## src/rtl/uart_core.sv

```systemverilog
// UART transceiver: 5-8 data bits, optional even/odd parity, 1/2 stop bits, buffered TX and RX.
// TX line falls two cycles after a push into an idle FIFO; RX pushes on the first stop-bit sample and drops frames when full.

// Circular buffer with registered occupancy; accepts a push while full when a pop happens in the same cycle.
module uart_fifo #(
    parameter int DEPTH = 8,
    parameter int W     = 8
) (
    input  logic                   clk_i,
    input  logic                   arst_ni,
    input  logic                   push_i,
    input  logic [W-1:0]           wdat_i,
    input  logic                   pop_i,
    output logic [W-1:0]           rdat_o,
    output logic                   full_o,
    output logic                   empty_o,
    output logic [$clog2(DEPTH):0] count_o
);
    localparam int AW = $clog2(DEPTH);

    logic [W-1:0]  mem_q [DEPTH];
    logic [AW-1:0] wr_ptr_q, wr_ptr_d, rd_ptr_q, rd_ptr_d;
    logic [AW:0]   count_q, count_d;
    logic          wr_en, rd_en;

    assign full_o  = (count_q == (AW+1)'(DEPTH));
    assign empty_o = (count_q == '0);
    assign rd_en   = pop_i && !empty_o;
    assign wr_en   = push_i && (!full_o || rd_en);
    assign count_o = count_q;
    assign rdat_o  = empty_o ? '0 : mem_q[rd_ptr_q];

    always_comb begin
        wr_ptr_d = wr_ptr_q;
        rd_ptr_d = rd_ptr_q;
        count_d  = count_q;
        if (wr_en) wr_ptr_d = wr_ptr_q + AW'(1);
        if (rd_en) rd_ptr_d = rd_ptr_q + AW'(1);
        case ({wr_en, rd_en})
            2'b10:   count_d = count_q + (AW+1)'(1);
            2'b01:   count_d = count_q - (AW+1)'(1);
            default: count_d = count_q;
        endcase
    end

    always_ff @(posedge clk_i) begin
        if (wr_en) mem_q[wr_ptr_q] <= wdat_i;
    end

    always_ff @(posedge clk_i or negedge arst_ni) begin
        if (!arst_ni) begin
            wr_ptr_q <= '0;
            rd_ptr_q <= '0;
            count_q  <= '0;
        end else begin
            wr_ptr_q <= wr_ptr_d;
            rd_ptr_q <= rd_ptr_d;
            count_q  <= count_d;
        end
    end
endmodule

module uart_core #(
    parameter int TX_FIFO_DEPTH = 8,
    parameter int RX_FIFO_DEPTH = 8,
    parameter int DIV_W         = 16
) (
    input  logic                           clk_i,
    input  logic                           arst_ni,
    input  logic [DIV_W-1:0]               clk_div_i,
    input  logic [1:0]                     data_bits_i,
    input  logic                           parity_en_i,
    input  logic                           parity_type_i,
    input  logic                           stop2_i,
    input  logic [7:0]                     tx_data_i,
    input  logic                           tx_valid_i,
    output logic                           tx_ready_o,
    output logic [$clog2(TX_FIFO_DEPTH):0] tx_count_o,
    output logic                           tx_busy_o,
    output logic [7:0]                     rx_data_o,
    output logic                           rx_parity_err_o,
    output logic                           rx_frame_err_o,
    output logic                           rx_valid_o,
    input  logic                           rx_ready_i,
    output logic [$clog2(RX_FIFO_DEPTH):0] rx_count_o,
    output logic                           rx_overrun_o,
    output logic                           tx_o,
    input  logic                           rx_i
);
    typedef enum logic [2:0] {TX_IDLE, TX_START, TX_DATA, TX_PARITY, TX_STOP1, TX_STOP2} tx_state_e;
    typedef enum logic [2:0] {RX_IDLE, RX_START, RX_DATA, RX_PARITY, RX_STOP, RX_WAIT_HIGH} rx_state_e;

    logic [DIV_W-1:0] div_eff;
    logic [7:0]       data_mask;
    logic [2:0]       last_bit_cfg;

    assign div_eff      = (clk_div_i < DIV_W'(4)) ? DIV_W'(4) : clk_div_i;
    assign last_bit_cfg = 3'd4 + {1'b0, data_bits_i};

    always_comb begin
        case (data_bits_i)
            2'd0:    data_mask = 8'h1F;
            2'd1:    data_mask = 8'h3F;
            2'd2:    data_mask = 8'h7F;
            default: data_mask = 8'hFF;
        endcase
    end

    logic [7:0] tx_fifo_dat;
    logic       tx_fifo_full, tx_fifo_empty, tx_pop;

    assign tx_ready_o = !tx_fifo_full;

    uart_fifo #(.DEPTH(TX_FIFO_DEPTH), .W(8)) u_tx_fifo (
        .clk_i   (clk_i),
        .arst_ni (arst_ni),
        .push_i  (tx_valid_i && tx_ready_o),
        .wdat_i  (tx_data_i),
        .pop_i   (tx_pop),
        .rdat_o  (tx_fifo_dat),
        .full_o  (tx_fifo_full),
        .empty_o (tx_fifo_empty),
        .count_o (tx_count_o)
    );

    tx_state_e        tx_state_q, tx_state_d;
    logic [DIV_W-1:0] tx_cnt_q, tx_cnt_d, tx_div_q, tx_div_d;
    logic [2:0]       tx_bit_q, tx_bit_d, tx_last_q, tx_last_d;
    logic [7:0]       tx_shift_q, tx_shift_d;
    logic             tx_par_q, tx_par_d, tx_pen_q, tx_pen_d, tx_stop2_q, tx_stop2_d;
    logic             tx_line_q, tx_line_d;
    logic             tx_bit_end, tx_load;

    always_comb begin
        tx_state_d = tx_state_q;
        tx_cnt_d   = tx_cnt_q;
        tx_div_d   = tx_div_q;
        tx_bit_d   = tx_bit_q;
        tx_last_d  = tx_last_q;
        tx_shift_d = tx_shift_q;
        tx_par_d   = tx_par_q;
        tx_pen_d   = tx_pen_q;
        tx_stop2_d = tx_stop2_q;
        tx_pop     = 1'b0;
        tx_load    = 1'b0;
        tx_bit_end = (tx_cnt_q == tx_div_q - DIV_W'(1));
        if (tx_state_q != TX_IDLE) tx_cnt_d = tx_bit_end ? '0 : tx_cnt_q + DIV_W'(1);
        case (tx_state_q)
            TX_IDLE:   tx_load = !tx_fifo_empty;
            TX_START:  if (tx_bit_end) tx_state_d = TX_DATA;
            TX_DATA: begin
                if (tx_bit_end) begin
                    tx_shift_d = tx_shift_q >> 1;
                    tx_bit_d   = tx_bit_q + 3'd1;
                    if (tx_bit_q == tx_last_q) tx_state_d = tx_pen_q ? TX_PARITY : TX_STOP1;
                end
            end
            TX_PARITY: if (tx_bit_end) tx_state_d = TX_STOP1;
            TX_STOP1: begin
                if (tx_bit_end) begin
                    tx_state_d = tx_stop2_q ? TX_STOP2 : TX_IDLE;
                    tx_load    = !tx_stop2_q && !tx_fifo_empty;
                end
            end
            TX_STOP2: begin
                if (tx_bit_end) begin
                    tx_state_d = TX_IDLE;
                    tx_load    = !tx_fifo_empty;
                end
            end
            default:   tx_state_d = TX_IDLE;
        endcase
        // Back-to-back frames reload straight out of the last stop bit.
        if (tx_load) begin
            tx_pop     = 1'b1;
            tx_state_d = TX_START;
            tx_cnt_d   = '0;
            tx_bit_d   = '0;
            tx_div_d   = div_eff;
            tx_last_d  = last_bit_cfg;
            tx_shift_d = tx_fifo_dat & data_mask;
            tx_par_d   = (^(tx_fifo_dat & data_mask)) ^ parity_type_i;
            tx_pen_d   = parity_en_i;
            tx_stop2_d = stop2_i;
        end
        case (tx_state_d)
            TX_START:  tx_line_d = 1'b0;
            TX_DATA:   tx_line_d = tx_shift_d[0];
            TX_PARITY: tx_line_d = tx_par_d;
            default:   tx_line_d = 1'b1;
        endcase
    end

    always_ff @(posedge clk_i or negedge arst_ni) begin
        if (!arst_ni) begin
            tx_state_q <= TX_IDLE;
            tx_cnt_q   <= '0;
            tx_div_q   <= DIV_W'(4);
            tx_bit_q   <= '0;
            tx_last_q  <= '0;
            tx_shift_q <= '0;
            tx_par_q   <= 1'b0;
            tx_pen_q   <= 1'b0;
            tx_stop2_q <= 1'b0;
            tx_line_q  <= 1'b1;
        end else begin
            tx_state_q <= tx_state_d;
            tx_cnt_q   <= tx_cnt_d;
            tx_div_q   <= tx_div_d;
            tx_bit_q   <= tx_bit_d;
            tx_last_q  <= tx_last_d;
            tx_shift_q <= tx_shift_d;
            tx_par_q   <= tx_par_d;
            tx_pen_q   <= tx_pen_d;
            tx_stop2_q <= tx_stop2_d;
            tx_line_q  <= tx_line_d;
        end
    end

    assign tx_o      = tx_line_q;
    assign tx_busy_o = (tx_state_q != TX_IDLE);

    rx_state_e        rx_state_q, rx_state_d;
    logic [1:0]       rx_sync_q;
    logic [DIV_W-1:0] rx_cnt_q, rx_cnt_d, rx_div_q, rx_div_d;
    logic [2:0]       rx_bit_q, rx_bit_d, rx_last_q, rx_last_d;
    logic [7:0]       rx_data_q, rx_data_d;
    logic             rx_pen_q, rx_pen_d, rx_odd_q, rx_odd_d;
    logic             rx_par_q, rx_par_d, rx_perr_q, rx_perr_d;
    logic             rx_ovr_q, rx_ovr_d;
    logic             rx_line, rx_samp, rx_half, rx_push;
    logic             rx_fifo_full, rx_fifo_empty;

    assign rx_line = rx_sync_q[1];

    always_comb begin
        rx_state_d = rx_state_q;
        rx_cnt_d   = rx_cnt_q;
        rx_div_d   = rx_div_q;
        rx_bit_d   = rx_bit_q;
        rx_last_d  = rx_last_q;
        rx_data_d  = rx_data_q;
        rx_pen_d   = rx_pen_q;
        rx_odd_d   = rx_odd_q;
        rx_par_d   = rx_par_q;
        rx_perr_d  = rx_perr_q;
        rx_push    = 1'b0;
        rx_samp    = (rx_cnt_q == rx_div_q - DIV_W'(1));
        rx_half    = (rx_cnt_q == (rx_div_q >> 1) - DIV_W'(1));
        if (rx_state_q inside {RX_START, RX_DATA, RX_PARITY, RX_STOP})
            rx_cnt_d = rx_cnt_q + DIV_W'(1);
        case (rx_state_q)
            RX_IDLE: begin
                if (!rx_line) begin
                    rx_state_d = RX_START;
                    rx_cnt_d   = '0;
                    rx_div_d   = div_eff;
                    rx_last_d  = last_bit_cfg;
                    rx_pen_d   = parity_en_i;
                    rx_odd_d   = parity_type_i;
                    rx_bit_d   = '0;
                    rx_data_d  = '0;
                    rx_par_d   = 1'b0;
                    rx_perr_d  = 1'b0;
                end
            end
            RX_START: begin
                if (rx_half) begin
                    rx_cnt_d   = '0;
                    rx_state_d = rx_line ? RX_IDLE : RX_DATA;
                end
            end
            RX_DATA: begin
                if (rx_samp) begin
                    rx_cnt_d            = '0;
                    rx_data_d[rx_bit_q] = rx_line;
                    rx_par_d            = rx_par_q ^ rx_line;
                    rx_bit_d            = rx_bit_q + 3'd1;
                    if (rx_bit_q == rx_last_q) rx_state_d = rx_pen_q ? RX_PARITY : RX_STOP;
                end
            end
            RX_PARITY: begin
                if (rx_samp) begin
                    rx_cnt_d   = '0;
                    rx_perr_d  = rx_line ^ rx_par_q ^ rx_odd_q;
                    rx_state_d = RX_STOP;
                end
            end
            RX_STOP: begin
                if (rx_samp) begin
                    rx_push    = 1'b1;
                    rx_state_d = rx_line ? RX_IDLE : RX_WAIT_HIGH;
                end
            end
            RX_WAIT_HIGH: if (rx_line) rx_state_d = RX_IDLE;
            default:      rx_state_d = RX_IDLE;
        endcase
        rx_ovr_d = rx_push && rx_fifo_full && !(rx_valid_o && rx_ready_i);
    end

    always_ff @(posedge clk_i or negedge arst_ni) begin
        if (!arst_ni) begin
            rx_sync_q  <= 2'b11;
            rx_state_q <= RX_IDLE;
            rx_cnt_q   <= '0;
            rx_div_q   <= DIV_W'(4);
            rx_bit_q   <= '0;
            rx_last_q  <= '0;
            rx_data_q  <= '0;
            rx_pen_q   <= 1'b0;
            rx_odd_q   <= 1'b0;
            rx_par_q   <= 1'b0;
            rx_perr_q  <= 1'b0;
            rx_ovr_q   <= 1'b0;
        end else begin
            rx_sync_q  <= {rx_sync_q[0], rx_i};
            rx_state_q <= rx_state_d;
            rx_cnt_q   <= rx_cnt_d;
            rx_div_q   <= rx_div_d;
            rx_bit_q   <= rx_bit_d;
            rx_last_q  <= rx_last_d;
            rx_data_q  <= rx_data_d;
            rx_pen_q   <= rx_pen_d;
            rx_odd_q   <= rx_odd_d;
            rx_par_q   <= rx_par_d;
            rx_perr_q  <= rx_perr_d;
            rx_ovr_q   <= rx_ovr_d;
        end
    end

    uart_fifo #(.DEPTH(RX_FIFO_DEPTH), .W(10)) u_rx_fifo (
        .clk_i   (clk_i),
        .arst_ni (arst_ni),
        .push_i  (rx_push),
        .wdat_i  ({rx_data_q, rx_perr_q, !rx_line}),
        .pop_i   (rx_ready_i),
        .rdat_o  ({rx_data_o, rx_parity_err_o, rx_frame_err_o}),
        .full_o  (rx_fifo_full),
        .empty_o (rx_fifo_empty),
        .count_o (rx_count_o)
    );

    assign rx_valid_o   = !rx_fifo_empty;
    assign rx_overrun_o = rx_ovr_q;
endmodule

```

## config.mk

```make
export PLATFORM = sky130hd
export DESIGN_NAME = uart_core
export DESIGN_NICKNAME = d
export VERILOG_FILES = /design/src/rtl/uart_core.sv
export SDC_FILE = /design/constraint.sdc
export NUM_CORES = 1
export LEC_CHECK = 0
export CAP_MARGIN = 20
export CORE_MARGIN = 1.5
export CORE_UTILIZATION = 50
export CTS_BUF_LIST = sky130_fd_sc_hd__clkbuf_4 sky130_fd_sc_hd__clkbuf_8
export DETAILED_ROUTE_END_ITERATION = 8
export GPL_ROUTABILITY_DRIVEN = 0
export PLACE_DENSITY_LB_ADDON = 0.25
export SETUP_SLACK_MARGIN = 0.02
export SYNTH_ARGS = -nofsm -noshare
export SYNTH_HDL_FRONTEND = slang
export SYNTH_SLANG_ARGS = --single-unit
```

## constraint.sdc

```tcl
create_clock -name clk_i -period 3.9 [get_ports clk_i]
set_clock_uncertainty 0.15 [all_clocks]
set_input_delay 0.39 -clock clk_i [delete_from_list [all_inputs] [get_ports clk_i]]
set_output_delay 0.39 -clock clk_i [all_outputs]
set_load 0.02 [all_outputs]
```

==> impl_metrics.ini <==
[yosys]
syn_area_per_cell_um2 = 12.14
ys.flop_type = edfxtp_1
synth.top_cell.area_share_pct = 32.52
yosysSeqAreaShare_pct = 56.85
synth-edff-count = 144
syn_area_mm2 = 0.01330
ys_types = 75
yosysTopAreaCell = edfxtp_1
syn_inst = 1095
ys_ff_latch = 273
postSynth.asyncResetShare_pct = 47.25
yosysWarnings = 0
synth.area.top_cells = edfxtp_1 33%, dfrtp_1 23%, mux4_2 6.1%, xor2_1 3.9%, xnor2_1 3.8%
syn_nets = 1147

[setup_path]
start_kind = flop
cp_max_fo = 7
cp.arrival_ns = 3.98
required_ns = 4.18
critPathKind = flop to flop
crit_path_end_kind = flop
ff2ff_path_depth = 15

[timing]
whs_ns = 0.08923
fin_crit_sh_pct = 94.94
fmax_mhz = 270.1
tns_ns = 0
rsz0062_at_grt = yes
setup_viol = 0
max-slew-margin-rel_pct = 37.74
hold_viol_final = 0
finalCriticalPeriod_ns = 3.702
drv_slew = 0
tightest_slew_ns = 0.9304

[layout]
syn_to_final_growth_pct = 15.79
final_common_cell = edfxtp_1
nNetsFinal = 1240
fin_area_mm2 = 0.01539
utilization_pct = 59.08
drive_gt1_share_pct = 18.63
diodes = 0
mostFrequentLayoutCells = 144 x edfxtp_1, 124 x dfrtp_1, 104 x nand2_1, 100 x nor2_1, 59 x xor2_1

[power]
power_switching_share_pct = 35.03
clockPowerShare_pct = 25.2
peakVddDrop_uv = 515.5
comb_power_share_pct = 33.7
p_leak_uw = 0.005936
total_power_uw = 9882
internal_power_uw = 6420
p_switching_uw = 3462
seqPwrFrac_pct = 41.0
p_per_area_mw_per_mm2 = 641.9

[global_routing]
grtUsageTotal_pct = 20.67
antenna_found_initial = 0
grt_pass1_wl_mm = 45.64
grt-ovfl-total = 0
grt_max_degree = 95
first_global_vias = 8680

[routing]
wirelength_mm = 27.99
firstDrtPassIters = 5
drc = 0
viasPerCell = 5.553
drt-wirelength-per-cell_um = 17.96
drt-initial-drc-count = 623
via_count = 8657
ant_nets = 0

[clocking]
cts_buffers = 46
cts_tree = yes
path_clk_slew_ns = 0.06
htree_levels = 2
cts.sinks = 273
root_buffer = clkbuf_8
cts.path.max_buffers = 3
worstSkewPairLatency_ns = 0.57

[floorplan]
core_area_mm2 = 0.02606
row_count = 59
start_util_pct = 51.02
fp.dieW_um = 166.1
io_pins = 57
die_h_um = 166.1
dieArea_mm2 = 0.02758

[placement]
port_buffers = 56
placed_area_mm2 = 0.01441
hpwl_mm = 19.32

[flow_run]
cap_viol_max_count = 0

[outcome]
outcome = completed

[hold_path]
hold_class = input port to flop
hold_depth = 1
-- cells by family (layout without fill, tap and decap cells) --
| kind of cell | Yosys count | in the layout | share of synthesized area [%] |
|---|---|---|---|
| buffers and inverters | 83 | 212 | 2.560 |
| adder cells (fa/ha/maj) | 18 | 18 | 1.750 |
| multiplexers | 87 | 87 | 10.22 |
| XOR/XNOR | 117 | 117 | 7.708 |
| flip-flops | 273 | 273 | 56.85 |
| AO/OA/AOI/OAI | 140 | 140 | 7.021 |
| AND/OR/NAND/NOR | 377 | 377 | 13.89 |
-- flip-flops by register name (all words and copies together), names as in the netlist, 4 cells and up --
signal	flops
rx_cnt_q	16
rx_data_q	8
rx_div_q	16
tx_cnt_q	16
tx_div_q	16
tx_shift_q	8
u_rx_fifo.count_o	4
u_rx_fifo.mem_q	80
u_tx_fifo.count_o	4
u_tx_fifo.mem_q	64
-- through the flow --
stage | std cells | setup slack, ns
finish | 1559 | 0.1975
global route | 1559 | 0.007450
CTS | 1556 | 0.07228
detailed placement | 1471 | 0.08987
global placement | 1471 | 0.1361
floorplan | 1095 | -0.02783
-- cell type report --
cell class                      instances  area (um2)
Fill cell                            2142       10660
Timing Repair Buffer                  103       917.1
Multi-Input combinational cell        739        5492
Clock buffer                           67       815.8
Clock inverter                         17       93.84
Sequential cell                       273        7559
Inverter                               25       98.84
Tap cell                              335       419.2
-- cell usage after synthesis, drive strengths merged, types with 6 or more instances --
cell type  instances
edfxtp           144
dfrtp            124
nand2            105
nor2             101
xor2              59
xnor2             58
o21ai             55
clkbuf            41
mux4              36
nand3             34
nor3              29
mux2              27
inv               24
mux2i             24
a21oi             23
nand4             22
buf               17
ha                17
nor4              16
nor2b             14
a31oi             11
nor3b              8
or3                8
a22oi              6
and3               6
or2                6
-- repair_timing --
item | 4_1_cts | 5_1_grt
resized for setup | 0 | 10
setup buffers | 0 | 3
setup endpoints to repair | 0 | 46
hold buffers | 1 | 0
hold endpoints to repair | 90 | 0
-- path summary, 6_finish.rpt --
| path | startpoint | end | slack (ns) |
|---|---|---|---|
| worst max-delay path | tx_div_q[0] | u_tx_fifo.count_o[2] | 0.20 |
| worst min register to register | rx_sync_q[0] | rx_sync_q[1] | 0.24 |
| max in group asynchronous | arst_ni | rx_sync_q[0] | 2.38 |
| worst min-delay path | rx_i | rx_sync_q[0] | 0.09 |
| worst max register to register | tx_div_q[0] | u_tx_fifo.count_o[2] | 0.20 |
| min in group asynchronous | arst_ni | u_rx_fifo.rd_ptr_q[0] | 0.32 |
-- routing by layer --
metal  wire [um]  vias to the layer above  share of wire, %  GRT usage, %
met5           0                        -                 0             0
met4         617                        0               2.2         6.110
met3        1082                       58               3.9         3.503
met2       13570                      175                48         34.29
met1       12730                     4245                45         28.10
li1            -                     4179                 -             -
-- power groups by stage --
stage	Clock, uW	Sequential, uW	Combinational, uW
after floorplan	0	3800	2520
after CTS	2550	4060	3350
after global placement	0	4100	3280
after detailed placement	0	4110	3330
final	2490	4060	3330
after global routing	2680	4130	3690
-- critical path, cell delays in order (launching register included) --
cell	delay, ns
dfrtp_1	0.42
or4_1	0.55
or4_1	0.41
a21oi_1	0.18
o21ai_2	0.12
a211o_4	0.42
nor3_4	0.19
nor2_4	0.10
clkinv_4	0.06
ha_2	0.21
xor2_1	0.08
ha_1	0.18
a21oi_1	0.14
xor2_1	0.16
nor2_1	0.06
xor2_1	0.14
Note: power is estimated with default switching activity, not from simulation.
